<file path="config.mk">
export PLATFORM = sky130hd
export DESIGN_NAME = sipo_deser_hs
export DESIGN_NICKNAME = d
export VERILOG_FILES = /design/src/rtl/sipo_pkg.sv /design/src/rtl/sipo_out_slot.sv /design/src/rtl/sipo_deser_hs.sv
export SDC_FILE = /design/constraint.sdc
export NUM_CORES = 1
export LEC_CHECK = 0
export CAP_MARGIN = 20
export CORE_AREA = 2 2 54 68
export CTS_CLUSTER_SIZE = 20
export DETAILED_ROUTE_END_ITERATION = 8
export DIE_AREA = 0 0 56 70
export PLACE_DENSITY = 0.66
export SLEW_MARGIN = 25
export SYNTH_ARGS = -nofsm -noshare
export SYNTH_HDL_FRONTEND = slang
export SYNTH_SLANG_ARGS = --single-unit
</file>
<file path="constraint.sdc">
create_clock -name clk_i -period 3.73 [get_ports clk_i]
set_input_delay 0.373 -clock clk_i [delete_from_list [all_inputs] [get_ports clk_i]]
set_output_delay 0.373 -clock clk_i [all_outputs]
set_load 0.1 [all_outputs]
</file>
<file path="src/rtl/sipo_pkg.sv">
// Shared helpers for the serial-in/parallel-out deserializer.
package sipo_pkg;

  // Ceiling log2; returns 0 for v <= 1
  function automatic int unsigned clog2(input int unsigned v);
    int unsigned r;
    r = 0;
    for (int unsigned i = 0; i < 32; i++) begin
      if ((64'd1 << i) < 64'(v)) r = i + 1;
    end
    return r;
  endfunction

  // Number of lane beats that make up one word
  function automatic int unsigned beats_of(input int unsigned lane_w, input int unsigned word_w);
    return word_w / lane_w;
  endfunction

  // Width of a beat count able to hold 0..BEATS
  function automatic int unsigned cw_of(input int unsigned lane_w, input int unsigned word_w);
    return clog2(beats_of(lane_w, word_w) + 1);
  endfunction

endpackage

</file>
<file path="src/rtl/sipo_out_slot.sv">
// One-entry valid/ready holding register for assembled words.
module sipo_out_slot #(
  parameter int unsigned WORD_W = 8,
  parameter int unsigned CW     = 4
) (
  input  logic              clk_i,
  input  logic              reset_ni,
  input  logic              load_i,
  input  logic [WORD_W-1:0] data_i,
  input  logic [CW-1:0]     beats_i,
  input  logic              ready_i,
  output logic              valid_o,
  output logic [WORD_W-1:0] data_o,
  output logic [CW-1:0]     beats_o
);

  // Load wins over drain so a word can be replaced in the same edge it is taken
  always_ff @(posedge clk_i) begin
    if (!reset_ni) begin
      valid_o <= 1'b0;
      data_o  <= '0;
      beats_o <= '0;
    end else if (load_i) begin
      valid_o <= 1'b1;
      data_o  <= data_i;
      beats_o <= beats_i;
    end else if (ready_i) begin
      valid_o <= 1'b0;
    end
  end

endmodule

</file>
<file path="src/rtl/sipo_deser_hs.sv">
// Lane-serial to word-parallel deserializer with valid/ready on both sides and partial flush.
module sipo_deser_hs
  import sipo_pkg::*;
#(
  parameter int unsigned LANE_W       = 1,
  parameter int unsigned WORD_W       = 8,
  parameter bit          SHIFT_IN_LSB = 1'b1,
  localparam int unsigned BEATS       = beats_of(LANE_W, WORD_W),
  localparam int unsigned CW          = cw_of(LANE_W, WORD_W)
) (
  input  logic              clk_i,
  input  logic              reset_ni,
  input  logic              in_valid_i,
  output logic              in_ready_o,
  input  logic [LANE_W-1:0] in_data_i,
  input  logic              flush_i,
  output logic              out_valid_o,
  input  logic              out_ready_i,
  output logic [WORD_W-1:0] out_data_o,
  output logic [CW-1:0]     out_beats_o
);

  if (LANE_W == 0 || (WORD_W % LANE_W) != 0 || BEATS < 2) begin : g_param_err
    $error("sipo_deser_hs: WORD_W must be a non-zero multiple of LANE_W with at least 2 beats");
  end

  localparam logic [CW-1:0] LAST = CW'(BEATS - 1);
  localparam logic [CW-1:0] FULL = CW'(BEATS);

  logic [WORD_W-1:0] asm_r, asm_d, shifted, load_data;
  logic [CW-1:0]     cnt_r, cnt_d, load_beats;
  logic              flush_pend_r, flush_pend_d;
  logic              slot_free, accept, complete, flush_go, load;

  // Beat insertion direction is fixed at elaboration
  if (SHIFT_IN_LSB) begin : g_lsb
    assign shifted = {asm_r[WORD_W-LANE_W-1:0], in_data_i};
  end else begin : g_msb
    assign shifted = {in_data_i, asm_r[WORD_W-1:LANE_W]};
  end

  // Ready depends combinationally on out_ready_i so full words never bubble
  assign slot_free  = !out_valid_o | out_ready_i;
  assign in_ready_o = reset_ni & !flush_pend_r & ((cnt_r < LAST) | slot_free);
  assign accept     = in_valid_i & in_ready_o;
  assign complete   = accept & (cnt_r == LAST);
  assign flush_go   = flush_i & ((cnt_r != '0) | accept);

  // Next-state for the assembler and slot load decision
  always_comb begin
    asm_d        = asm_r;
    cnt_d        = cnt_r;
    flush_pend_d = flush_pend_r;
    load         = 1'b0;
    load_data    = shifted;
    load_beats   = FULL;
    if (flush_pend_r) begin
      if (slot_free) begin
        load         = 1'b1;
        load_data    = asm_r;
        load_beats   = cnt_r;
        asm_d        = '0;
        cnt_d        = '0;
        flush_pend_d = 1'b0;
      end
    end else if (complete) begin
      load  = 1'b1;
      asm_d = '0;
      cnt_d = '0;
    end else if (flush_go) begin
      if (slot_free) begin
        load       = 1'b1;
        load_data  = accept ? shifted : asm_r;
        load_beats = cnt_r + CW'(accept);
        asm_d      = '0;
        cnt_d      = '0;
      end else begin
        flush_pend_d = 1'b1;
        if (accept) begin
          asm_d = shifted;
          cnt_d = cnt_r + CW'(1);
        end
      end
    end else if (accept) begin
      asm_d = shifted;
      cnt_d = cnt_r + CW'(1);
    end
  end

  // Assembler state registers
  always_ff @(posedge clk_i) begin
    if (!reset_ni) begin
      asm_r        <= '0;
      cnt_r        <= '0;
      flush_pend_r <= 1'b0;
    end else begin
      asm_r        <= asm_d;
      cnt_r        <= cnt_d;
      flush_pend_r <= flush_pend_d;
    end
  end

  sipo_out_slot #(
    .WORD_W (WORD_W),
    .CW     (CW)
  ) u_slot (
    .clk_i    (clk_i),
    .reset_ni (reset_ni),
    .load_i   (load),
    .data_i   (load_data),
    .beats_i  (load_beats),
    .ready_i  (out_ready_i),
    .valid_o  (out_valid_o),
    .data_o   (out_data_o),
    .beats_o  (out_beats_o)
  );

endmodule

</file>
==> results of run 1 <==
## metrics by stage
step | power (mW) | hold slack [ns]
finish | 0.6744 | 0.4999
global route | 0.7076 | 0.5625
CTS | 0.6836 | 0.5111
detailed placement | 0.5006 | 0.4886
global placement | 0.4990 | 0.4800
floorplan | 0.4599 | 0.4724
## worst register-to-register path, cell delays in order (launching register included)
cell     delay, ns
dfxtp_1       0.37
ha_1          0.28
and4b_1       0.25
a31o_2        0.31
nor3_1        0.45
a21oi_1       0.22
o21a_1        0.21
## cell usage after synthesis, drive strengths merged, types with 5 or more instances
library cell / n / area (sq um)
a22o: 8 / 70.07
clkbuf: 6 / 22.52
nand2: 7 / 26.28
o21a: 7 / 52.55
o221a: 6 / 67.56
a21oi: 12 / 60.06
dfxtp: 26 / 520.5
nor2b: 5 / 31.28
nand3: 6 / 30.03
buf: 7 / 47.54
o21ai: 13 / 72.57
## final timing paths
kind | from | slack, ns | depth (start not counted) | end
setup / recovery | reset_ni | 1.32 | 9 | u_slot.beats_o[2]
hold / removal | u_slot.beats_o[2] | 0.50 | 2 | u_slot.beats_o[2]
setup reg to reg | cnt_r[0] | 1.53 | 6 | u_slot.data_o[3]
hold reg to reg | u_slot.beats_o[2] | 0.50 | 2 | u_slot.beats_o[2]
## power groups by stage
stage	clock network [mW]	logic (mW)	registers, mW
6_report	0.180	0.190	0.304
5_1_grt	0.199	0.202	0.307
4_1_cts	0.189	0.191	0.304
3_5_place_dp	0	0.190	0.311
3_3_place_gp	0	0.189	0.310
2_1_floorplan	0	0.0724	0.387
## routing by layer
layer	routed length (um)	track usage (%)
met5	0	0
met3	145	2.222
met2	1652	30.85
met1	1484	24.13
met4	53	5.291
## cell families after synthesis
family | after synthesis | share of synthesized area (%)
DFF | 26 | 36.62
AOI/OAI and AO/OA | 67 | 35.74
xor gates and xnor gates | 1 | 0.6163
buffers and inverters | 16 | 5.721
adders and majority gates | 4 | 3.521
and+or+nand+nor | 42 | 17.78
## flip-flops by register name, summed over array words and instances (netlist names)
signal          cells
asm_r               8
u_slot.beats_o      4
u_slot.data_o       8
flush_pend_r        1
cnt_r               4
u_slot.valid_o      1
## cell usage in the layout, fill, tap and decap left out, drive strengths merged, types with 2 or more instances in the layout
cell           Yosys  routed
dfxtp             26      26
o21a               7       7
o221ai             3       3
nor2b              5       5
a211oi             2       2
a22o               8       8
buf                7       3
o21ai             13      13
and4b              2       2
nor4               2       2
nand2              7       7
a221oi             3       3
and2               2       2
and3               2       2
a222oi             2       2
clkbuf             6       4
a21o               3       3
nor2               3       3
ha                 4       4
a21oi             12      12
o211a              2       2
nand4b             2       2
clkdlybuf4s50      0      18
nand3              6       6
inv                3       3
o221a              6       6
nor3               4       4
## cell type report
type / count / area [sq um]
clock buffers: 4 / 55.05
fillers: 335 / 1705
inverters: 3 / 11.26
multi-input cells: 114 / 819.5
flip-flops and latches: 26 / 520.5
well taps: 39 / 48.80
repair buffers: 21 / 202.7
==> qor.yml, run 1 <==
drt:
  first_pass_iters: 4
  routed_wl_um: 3336
  vias: 1307
  final_antenna_net_count: 0
  drc_errors: 0
  routedWlPerCell_um: 16.12
  first_iter_violations: 62
  drt-vias-per-instance: 6.314
sta:
  finalCriticalPeriod_ns: 2.408
  setup_slack_ns: 1.322
  hold_viol_final: 0
  max_freq_mhz: 415.3
  setup_viol: 0
  fin_crit_sh_pct: 64.55
  fin_worst_skew_ns: 0.004421
  max-slew-margin-rel_pct: 35.02
  rsz0062_at_grt: "false"
  drv_slew: 0
  worst_slew_pin_slew_ns: 0.9717
  setup_tns_ns: 0
critical_path:
  slowest_delay_ns: 0.45
  path_class: "primary input to flip-flop"
  crit_buf_inv: 2
  cp_common_cell: "ha_1"
  end_kind: "flip-flop"
  worstSetupStartpointType: "primary input"
  crit_family: "buffers and inverters"
  cpMaxStageDelayCell: "clkdlybuf4s50_1"
  critPathRequiredTime_ns: 3.93
  crit_path_max_fanout: 25
  worst_ep_arrival_time_ns: 2.60
  cp_cell_sequence: "clkdlybuf4s50_1, buf_4, and3b_1, o21a_1, ha_1, ha_1, nor4b_1, a211oi_1, o21ai_0"
placement:
  place_hpwl_um: 2466
  io_buffers: 19
  postPlaceCellArea_sq_mm: 0.001603
  dp_slack_ns: 1.048
  gpl.final_weighted_congestion: 0.8031
  post-place-cells: 203
clock_network:
  cts_resized: 0
  cts_sinks: 26
  cts_root_buffer: "clkbuf_8"
  cts-htree-levels: 1
  hold_buffers: 0
  cts_setup_buffers: 0
  cts_tree: "built"
  clk_path_buf_depth: 2
  cts_buffers: 3
  clkTransAtPathRegs_ns: 0.08
  clk_latency_ns: 0.27
floorplan:
  die_width_um: 56
  die_height_um: 70
  initial_core_util_pct: 42.26
  pin_count: 20
  die_area_sq_mm: 0.003920
  core_sq_mm: 0.003363
  rows: 24
finish:
  final_cells: 207
  fin_area_sq_mm: 0.001658
  insertedDiodeCount: 0
  postLayoutCoreUtil_pct: 49.29
  layout.nets: 179
  drive_above_1_share_pct: 10.71
  area_delta_synth_final_pct: 16.64
global_route:
  grt_pass1_wl_um: 5885
  grt_overflow: 0
  grt_pass1_vias: 1274
  grt.total_usage_pct: 18.21
  antenna_found_initial: 0
  grt_max_degree: 26
job:
  max-cap-violations: 0
power:
  p_int_mw: 0.4407
  power_frac_comb_pct: 28.2
  p_leak_nw: 0.6288
  p_per_area_mw_per_mm2: 406.8
  switching_share_pct: 34.66
  power_frac_clock_pct: 26.7
  seq_power_share_pct: 45.1
  p_switching_mw: 0.2338
  max-vdd-ir-drop_mv: 0.2259
yosys:
  synth_cells: 156
  seq_area_frac_synth_pct: 36.62
  syn_area_sq_mm: 0.001421
  synthArstFlopShare_pct: 0
  synth_cell_types: 44
  synth_seq_cells: 26
  avgSynthCellArea_sq_um: 9.111
  ys.flop_type: "dfxtp_1"
  synth_edf_count: 0
  syn-num-nets: 166
  synth_warnings: 0
status:
  outcome: "complete, no violations"
min_path:
  min_path_type: "flip-flop to flip-flop"
(Power assumes the default switching activity.)
==> run 2: changes to the inputs <==
clock period = 2.46 ns   (was 3.73 ns; I/O delays follow)
==> qor.yml, run 2 (same netlist as run 1, synthesis figures left out) <==
status:
  outcome: "complete, no violations"
finish:
  insertedDiodeCount: 0  # unchanged
  mostFrequentLayoutCell: "dfxtp_1"
  area_delta_synth_final_pct: 18.05
  seq_area_sq_um: 521.8  # +0.24%
  drive_above_1_share_pct: 20.47  # +9.8 points
  final_cell_mix: "dfxtp_1 (25), buf_4 (18), a21oi_1 (12)"
  fillerInstances: 320  # -4.5%
  top_regs: "asm_r (8), u_slot.data_o (8)"
  multi_input_area_sq_um: 819.5  # unchanged
  layout.nets: 182  # +1.7%
job:
  max-cap-violations: 0  # unchanged
drt:
  vias: 1313  # +0.46%
  final_antenna_net_count: 0  # unchanged
  first_pass_iters: 6  # +2
  first_iter_violations: 50  # -19%
  routed_wl_um: 3566  # +6.9%
  routedWlPerCell_um: 16.98  # +5.4%
  drc_errors: 0  # unchanged
  drt-vias-per-instance: 6.252  # -0.98%
clock_network:
  cts_resized: 0  # unchanged
  cts_root_buffer: "clkbuf_8"
  hold_buffers: 0  # unchanged
  cts_tree: "built"
  clk_latency_ns: 0.27  # about the same
  clkTransAtPathRegs_ns: 0.09  # about the same
  cts-htree-levels: 1  # unchanged
  cts_setup_buffers: 0  # unchanged
  clk_path_buf_depth: 2  # unchanged
  cts_sinks: 26  # unchanged
  cts_buffers: 3  # unchanged
global_route:
  grt_max_degree: 25  # -3.8%
  grt_pass1_wl_um: 6182  # +5.0%
  grt.total_usage_pct: 19.01  # +0.79 points
  grt_overflow: 0  # unchanged
  antenna_found_initial: 0  # unchanged
  grt_pass1_vias: 1292  # +1.4%
floorplan:
  die_width_um: 56  # unchanged
  die_area_sq_mm: 0.003920  # unchanged
  core_sq_mm: 0.003363  # unchanged
  die_height_um: 70  # unchanged
  rows: 24  # unchanged
  pin_count: 20  # unchanged
  initial_core_util_pct: 42.26  # unchanged
power:
  p_switching_mw: 0.3633  # +55%
  p_per_area_mw_per_mm2: 659.2  # +62%
  seq_power_share_pct: 41.8  # -3.3 points
  switching_share_pct: 32.85  # -1.8 points
  power_frac_clock_pct: 32.0  # +5.3 points
  p_int_mw: 0.7427  # +69%
  max-vdd-ir-drop_mv: 0.3774  # +67%
  p_total_mw: 1.106  # +64%
  power_frac_comb_pct: 26.3  # -1.9 points
  p_leak_nw: 0.6805  # +8.2%
sta:
  fin_worst_skew_ns: 0.005449  # +0.001028 ns
  hold_viol_final: 0  # unchanged
  worst_slew_pin_slew_ns: 0.4854  # -0.4863 ns
  max_freq_mhz: 465.6
  drv_slew: 0  # unchanged
  finalCriticalPeriod_ns: 2.148
  setup_viol: 0  # unchanged
  rsz0062_at_grt: "false"
  max-slew-margin-rel_pct: 67.49  # +32 points
  setup_tns_ns: 0  # unchanged
  fin_crit_sh_pct: 87.30
critical_path:
  worstSetupStartpointType: "flip-flop"
  slowest_delay_ns: 0.40  # -0.05 ns
  cp_cell_sequence: "ha_1, and4b_1, a31o_2, nor3_1, a21oi_1, o21a_1"
  path_class: "flip-flop to flip-flop"
  crit_path_max_fanout: 7  # -72%
  cpMaxStageDelayCell: "nor3_1"
  critPathRequiredTime_ns: 2.63  # -1.30 ns
  end_kind: "flip-flop"
  worst_ep_arrival_time_ns: 2.32  # -0.28 ns
min_path:
  min_path_type: "flip-flop to flip-flop"
placement:
  place_hpwl_um: 2663  # +8.0%
  gpl.final_weighted_congestion: 0.7887  # -1.8%
  io_buffers: 19  # unchanged
[run 2: cell count changes in the layout (fill, tap and decap cells not counted)]
cell             previous run  this run
buf_12                      0         1
buf_4                       3        18
bufinv_16                   0         1
clkbuf_8                    4         3
clkdlybuf4s50_1            18         5
dfxtp_1                    26        25
dfxtp_2                     0         1
[run 2: per-stage QoR]
stage / hold slack [ns] / utilization (%) / instances / setup WS (ns) / area (sq um)
after CTS: 0.5087 / 49.89 / 210 / 0.3223 / 1678
after global routing: 0.5584 / 49.89 / 210 / 0.1942 / 1678
after detailed placement: 0.4824 / 47.77 / 206 / 0.2460 / 1607
final: 0.5005 / 49.89 / 210 / 0.3124 / 1678
after floorplan: 0.3715 / - / 156 / 0.2386 / 1423
after global placement: 0.4788 / 47.77 / 206 / 0.2551 / 1607
[run 2: worst paths after layout]
check | from | end | slack [ns] | cells after the start
min | u_slot.beats_o[2] | u_slot.beats_o[2] | 0.50 | 2
max | cnt_r[1] | u_slot.data_o[0] | 0.31 | 6
min reg2reg | u_slot.beats_o[2] | u_slot.beats_o[2] | 0.50 | 2
max reg2reg | cnt_r[1] | u_slot.data_o[0] | 0.31 | 6
[run 2: metal layers]
layer	track usage [%]	vias to the layer above	part of all wire, %
li1	-	633	-
met1	24.80	642	42
met2	33.46	34	52
met3	2.778	4	5.0
met4	3.175	0	0.95
met5	0	-	0
[run 2: layout make-up]
type / count / share of cell area [%]
timing repair buffer: 24 / 12.23
multi-input combinational: 114 / 48.84
sequential: 26 / 31.10
clock inverter: 1 / 1.790
inverter: 3 / 0.6711
tap: 39 / 2.908
clock buffer: 3 / 2.461
[run 2: critical path, delay by kind of cell (launching register included)]
family	cells	cell delay, ns
AO/OA/AOI/OAI	3	0.74
flip-flops	1	0.39
adder cells (fa/ha/maj)	1	0.27
AND/OR/NAND/NOR	2	0.65
[run 2: power groups by stage]
stage	logic (mW)	clock network, mW	registers (mW)
floorplan	0.110	0	0.588
global placement	0.287	0	0.470
detailed placement	0.290	0	0.471
CTS	0.290	0.365	0.462
global route	0.308	0.378	0.466
finish	0.290	0.354	0.462
==> RTL edit 1: new RTL, settings of run 2 <==
The parameter `SHIFT_IN_LSB` goes from 1'b1 to 1'b0.
--- a/src/rtl/sipo_deser_hs.sv
+++ b/src/rtl/sipo_deser_hs.sv
@@ -4,7 +4,7 @@
 #(
   parameter int unsigned LANE_W       = 1,
   parameter int unsigned WORD_W       = 8,
-  parameter bit          SHIFT_IN_LSB = 1'b1,
+  parameter bit          SHIFT_IN_LSB = 1'b0,
   localparam int unsigned BEATS       = beats_of(LANE_W, WORD_W),
   localparam int unsigned CW          = cw_of(LANE_W, WORD_W)
 ) (
Check against the original RTL: not equivalent (a bounded check fails within 4 cycles, from zero or initial values and one cycle with reset_ni low).
==> RTL edit 1 against run 2 <==
Via count rose by 8.7%. Combinational power up 19%. Routed wire length is 5.9% higher. Sequential cell count stayed put. Die area unchanged. Total power grew 6.3%. Highest routed layer unchanged. Count of clock-buffer cells in the layout stayed put. Hold slack got worse by 0.038 ns. Cell area increased by 7.6%. Global-route usage increased by 1.7 points. Worst setup slack lost 0.058 ns. Area after synthesis rose by 6.9%. Critical path type unchanged.
==> RTL edit 1: results (changes against run 2) <==
metric,value,unit,change
crit_slowest_cell,dfxtp_1,,
dpl.hpwl,2.76,mm,+3.8%
synth.net_count,181,,+9.0%
place_area,1730,µm²,+7.9%
p_leak,0.681,nW,about the same
wl_per_cell,16.6,µm,-2.5%
hold_start,u_slot.beats_o[1],,
synth_mux_area_frac,0.00659,,+0.00659
synthXorXnorAreaFrac,0,,-0.00616
synth_compound_gate_area_share,0.295,,-0.0625
synth_area_leaders,"dfxtp_1 (34%), nand3_1 (6.3%), nand4_1 (5.8%)",,
worst_slew_pin_slew,0.679,ns,+0.194 ns
ys_top_cells_by_count,"dfxtp_1 (26), nand3_1 (19), nand4_1 (14), nand2_1 (10), o21a_1 (9)",,
first_pass_iters,4,,-2
arrival,2.37,ns,+0.05 ns
grt_pass1_wl,6.51,mm,+5.2%
met2_usage,0.350,,+0.0157
status,finished clean,,
grt_util_met1,0.258,,+0.00982
synthAdderAreaFrac,0.0329,,-0.00226
fin_hold_ws,0.463,ns,-0.0376 ns
final.period_utilization,0.896,,+0.0234
avgSynthCellArea,8.88,µm²,-2.5%
drt_iter0_markers,44,,-12%
met3_length,151,µm,-15%
## RTL edit 1: cell count changes after synthesis, sizes merged, moves of 4 or more
cell	run 2	this run
nand3	6	20
nand4	1	14
o21ai	13	3
a21oi	12	3
o211ai	0	9
a22o	8	0
inv	3	9
nand2	7	11
## RTL edit 1: path summary, 6_finish.rpt
kind,to,depth (start not counted)
max,u_slot.beats_o[3],9
min,u_slot.beats_o[1],2
max reg2reg,u_slot.beats_o[3],9
min reg2reg,u_slot.beats_o[1],2
## RTL edit 1: tightest hold or removal path, cell delays in order (launching register included)
cell and delay (ns):
dfxtp_1 0.33, nand2_1 0.05, o21bai_1 0.05
## RTL edit 1: area by class of cell
type,count,area (µm²)
inverter,9,33.8
timing repair buffer,30,250
fill,321,1560
clock buffer,3,41.3
multi-input combinational,120,880
sequential,26,522
tap,39,48.8
clock inverter,1,30.0
## RTL edit 1: power groups by stage
stage          Combinational (mW)  Clock, mW  Sequential (mW)
2_1_floorplan               0.131          0            0.609
3_3_place_gp                0.341          0            0.473
5_1_grt                     0.365      0.385            0.467
3_5_place_dp                0.345          0            0.473
6_report                    0.346      0.366            0.463
4_1_cts                     0.345      0.372            0.464
## RTL edit 1: logic make-up after synthesis
family	Yosys count
AND/OR/NAND/NOR	63
buffers and inverters	25
AO/OA/AOI/OAI	52
flip-flops	26
adder cells (fa/ha/maj)	4
multiplexers	1
## RTL edit 1: repair_timing
action                                  CTS  global route
hold buffers                              0             0
gates resized for setup                   0             1
endpoints found under the setup margin    0             1
## RTL edit 1: metrics by stage
step	util	setup TNS, ns
after CTS	0.536	0
after floorplan	-	-0.0227
after detailed placement	0.515	0
final	0.537	0
after global routing	0.537	0
after global placement	0.515	0
==> RTL edit 2: new RTL, config.mk and constraints of run 2 <==
Without the edit above. Reset style: asynchronous (`reset_ni`), changed in 2 clocked blocks.
--- a/src/rtl/sipo_out_slot.sv
+++ b/src/rtl/sipo_out_slot.sv
@@ -15,7 +15,7 @@
 );
 
   // Load wins over drain so a word can be replaced in the same edge it is taken
-  always_ff @(posedge clk_i) begin
+  always_ff @(posedge clk_i or negedge reset_ni) begin
     if (!reset_ni) begin
       valid_o <= 1'b0;
       data_o  <= '0;
--- a/src/rtl/sipo_deser_hs.sv
+++ b/src/rtl/sipo_deser_hs.sv
@@ -88,7 +88,7 @@
   end
 
   // Assembler state registers
-  always_ff @(posedge clk_i) begin
+  always_ff @(posedge clk_i or negedge reset_ni) begin
     if (!reset_ni) begin
       asm_r        <= '0;
       cnt_r        <= '0;
Formal check against the unedited RTL: differs if reset_ni is asserted again (counterexample within 4 cycles, from zero or initial values and one cycle with reset_ni low); with reset_ni held inactive, the same outputs for 10 cycles.
==> RTL edit 2 against run 2 <==
Cell area up 8.0%. Area after synthesis rose by 8.7%. Count of clock-buffer cells in the layout stayed put. Worst setup slack worse by 0.026 ns. Via count fell by 3.8%. Routed wire length up 2.1%. Sequential cell count is the same. Critical path type unchanged.
Power is not compared: it rests on default switching activity, and its combinational part moved more than twofold at a synthesized area within 25%.
==> RTL edit 2: results (changes against run 2) <==
metric,value,unit,change
insertion_delay,0.26,ns,
cts_buffers,3,,unchanged
grt_usage,0.200,,+0.00946
post-cts-setup-buffer-count,0,,unchanged
yosys_warnings,0,,unchanged
slowest_delay,0.45,ns,+0.05 ns
clk_pin_slew_worst_paths,0.09,ns,about the same
worstRegToRegCells,9,,+3
ir_worst_vdd,1.08,mV,
crit_slowest_cell,dfrtp_1,,
synth_seq_area_share,0.421,,+0.0549
ys_top_cells_by_count,"dfrtp_1 (26), nand2_1 (14), nor2_1 (10), mux2i_1 (9), inv_1 (8)",,
drc,0,,unchanged
synth_area_leaders,"dfrtp_1 (42%), mux2i_1 (5.8%), nand2_1 (3.4%)",,
path_max_fanout,10,,+3
antenna_found_initial,0,,unchanged
fillers,303,,-5.3%
rrSetupSlack,0.29,ns,-0.03 ns
arrival,2.34,ns,+0.02 ns
grt_pass1_wl,6.27,mm,+1.3%
finClkSkew,0.00249,ns,-0.00296 ns
ctsRootBufferMaster,clkbuf_8,,
status,finished clean,,
top_regs,"asm_r: 8 flops, u_slot.data_o: 8 flops",,
worst_slew_pin_slew,0.523,ns,+0.0379 ns
crit_family,compound AO/OA/AOI/OAI gates,,
grt_util_met1,0.253,,+0.00532
synthDistinctLibCells,44,,unchanged
wl_per_cell,16.9,µm,-0.71%
p_leak,0.783,nW,
routed_wl,3.64,mm,+2.1%
first_pass_iters,4,,-2
critPathCapture,u_slot.beats_o[2],,
met2_usage,0.344,,+0.00915
ys.flop_type,dfrtp_1,,
antenna_left,0,,unchanged
hp-class,in2async,,
cts.repair.resized,0,,unchanged
synthArstFlopShare,1.00,,+1.00
place_inst,213,,+3.4%
synth.net_count,165,,-0.60%
use_met3,0.0315,,+0.00370
overflow,0,,unchanged
grt_max_degree,30,,+20%
h-tree-depth,1,,unchanged
avgSynthCellArea,9.97,µm²,+9.4%
io_buffers,19,,unchanged
drt_iter0_markers,44,,-12%
gp_congestion,0.876,,+11%
vias,1263,,-3.8%
finalNetCount,189,,+3.8%
cp-startpoint,cnt_r[1],,
start_kind,flip-flop,,
drive_gt1_frac,0.220,,+0.0157
clk_path_buf_depth,2,,unchanged
dpl.hpwl,2.74,mm,+2.9%
antenna_cells,0,,unchanged
==> RTL edit 2: worst min-delay path by stage <==
stage,end,slack (ns),cells after the start
floorplan,asm_r[0],-0.05,0
global placement,u_slot.data_o[2],0.48,1
detailed placement,u_slot.data_o[2],0.48,1
CTS,u_slot.data_o[2],0.50,1
global route,u_slot.data_o[2],0.51,1
finish,u_slot.beats_o[1],0.48,2
==> RTL edit 2: power by group <==
part	leakage [nW]	switching [mW]	internal [mW]	total [mW]
clock network	0.0216	0.124	0.109	0.234
registers	0.337	0.102	0.568	0.669
logic	0.425	1.20	0.457	1.66
==> RTL edit 2: worst reg2reg max path: stages, from the launching register on <==
cell	delay [ns]
dfrtp_1	0.45
ha_1	0.24
a21oi_1	0.14
o21ai_4	0.27
inv_6	0.10
ha_1	0.22
ha_1	0.20
nand4_1	0.09
o211ai_1	0.08
a221oi_1	0.28
==> RTL edit 2: cell families after synthesis <==
group,synth area share
muxes,0.0583
buffers and inverters,0.0632
adders and majority gates,0.0324
DFF,0.421
AOI/OAI and AO/OA,0.260
and+or+nand+nor,0.165
==> RTL edit 2: layer usage <==
| layer | routed length (µm) | up-vias |
|---|---|---|
| li1 | - | 612 |
| met1 | 1580 | 615 |
| met2 | 1890 | 30 |
| met3 | 99 | 6 |
| met4 | 66 | 0 |
| met5 | 0 | - |
==> RTL edit 2: metrics by stage <==
stage / power [mW] / cell area [µm²] / setup WS (ns)
final: 2.56 / 1810 / 0.287
after global routing: 2.70 / 1810 / 0.0717
after CTS: 2.58 / 1810 / 0.279
after detailed placement: 2.34 / 1770 / 0.211
after global placement: 2.31 / 1770 / 0.251
after floorplan: 1.96 / 1550 / 0.00125
==> RTL edit 2: layout make-up <==
class	count	share of cell area
multi-input cells	111	0.440
flip-flops and latches	26	0.359
repair buffers	28	0.130
well taps	39	0.0269
clock buffers	3	0.0228
inverters	9	0.0214
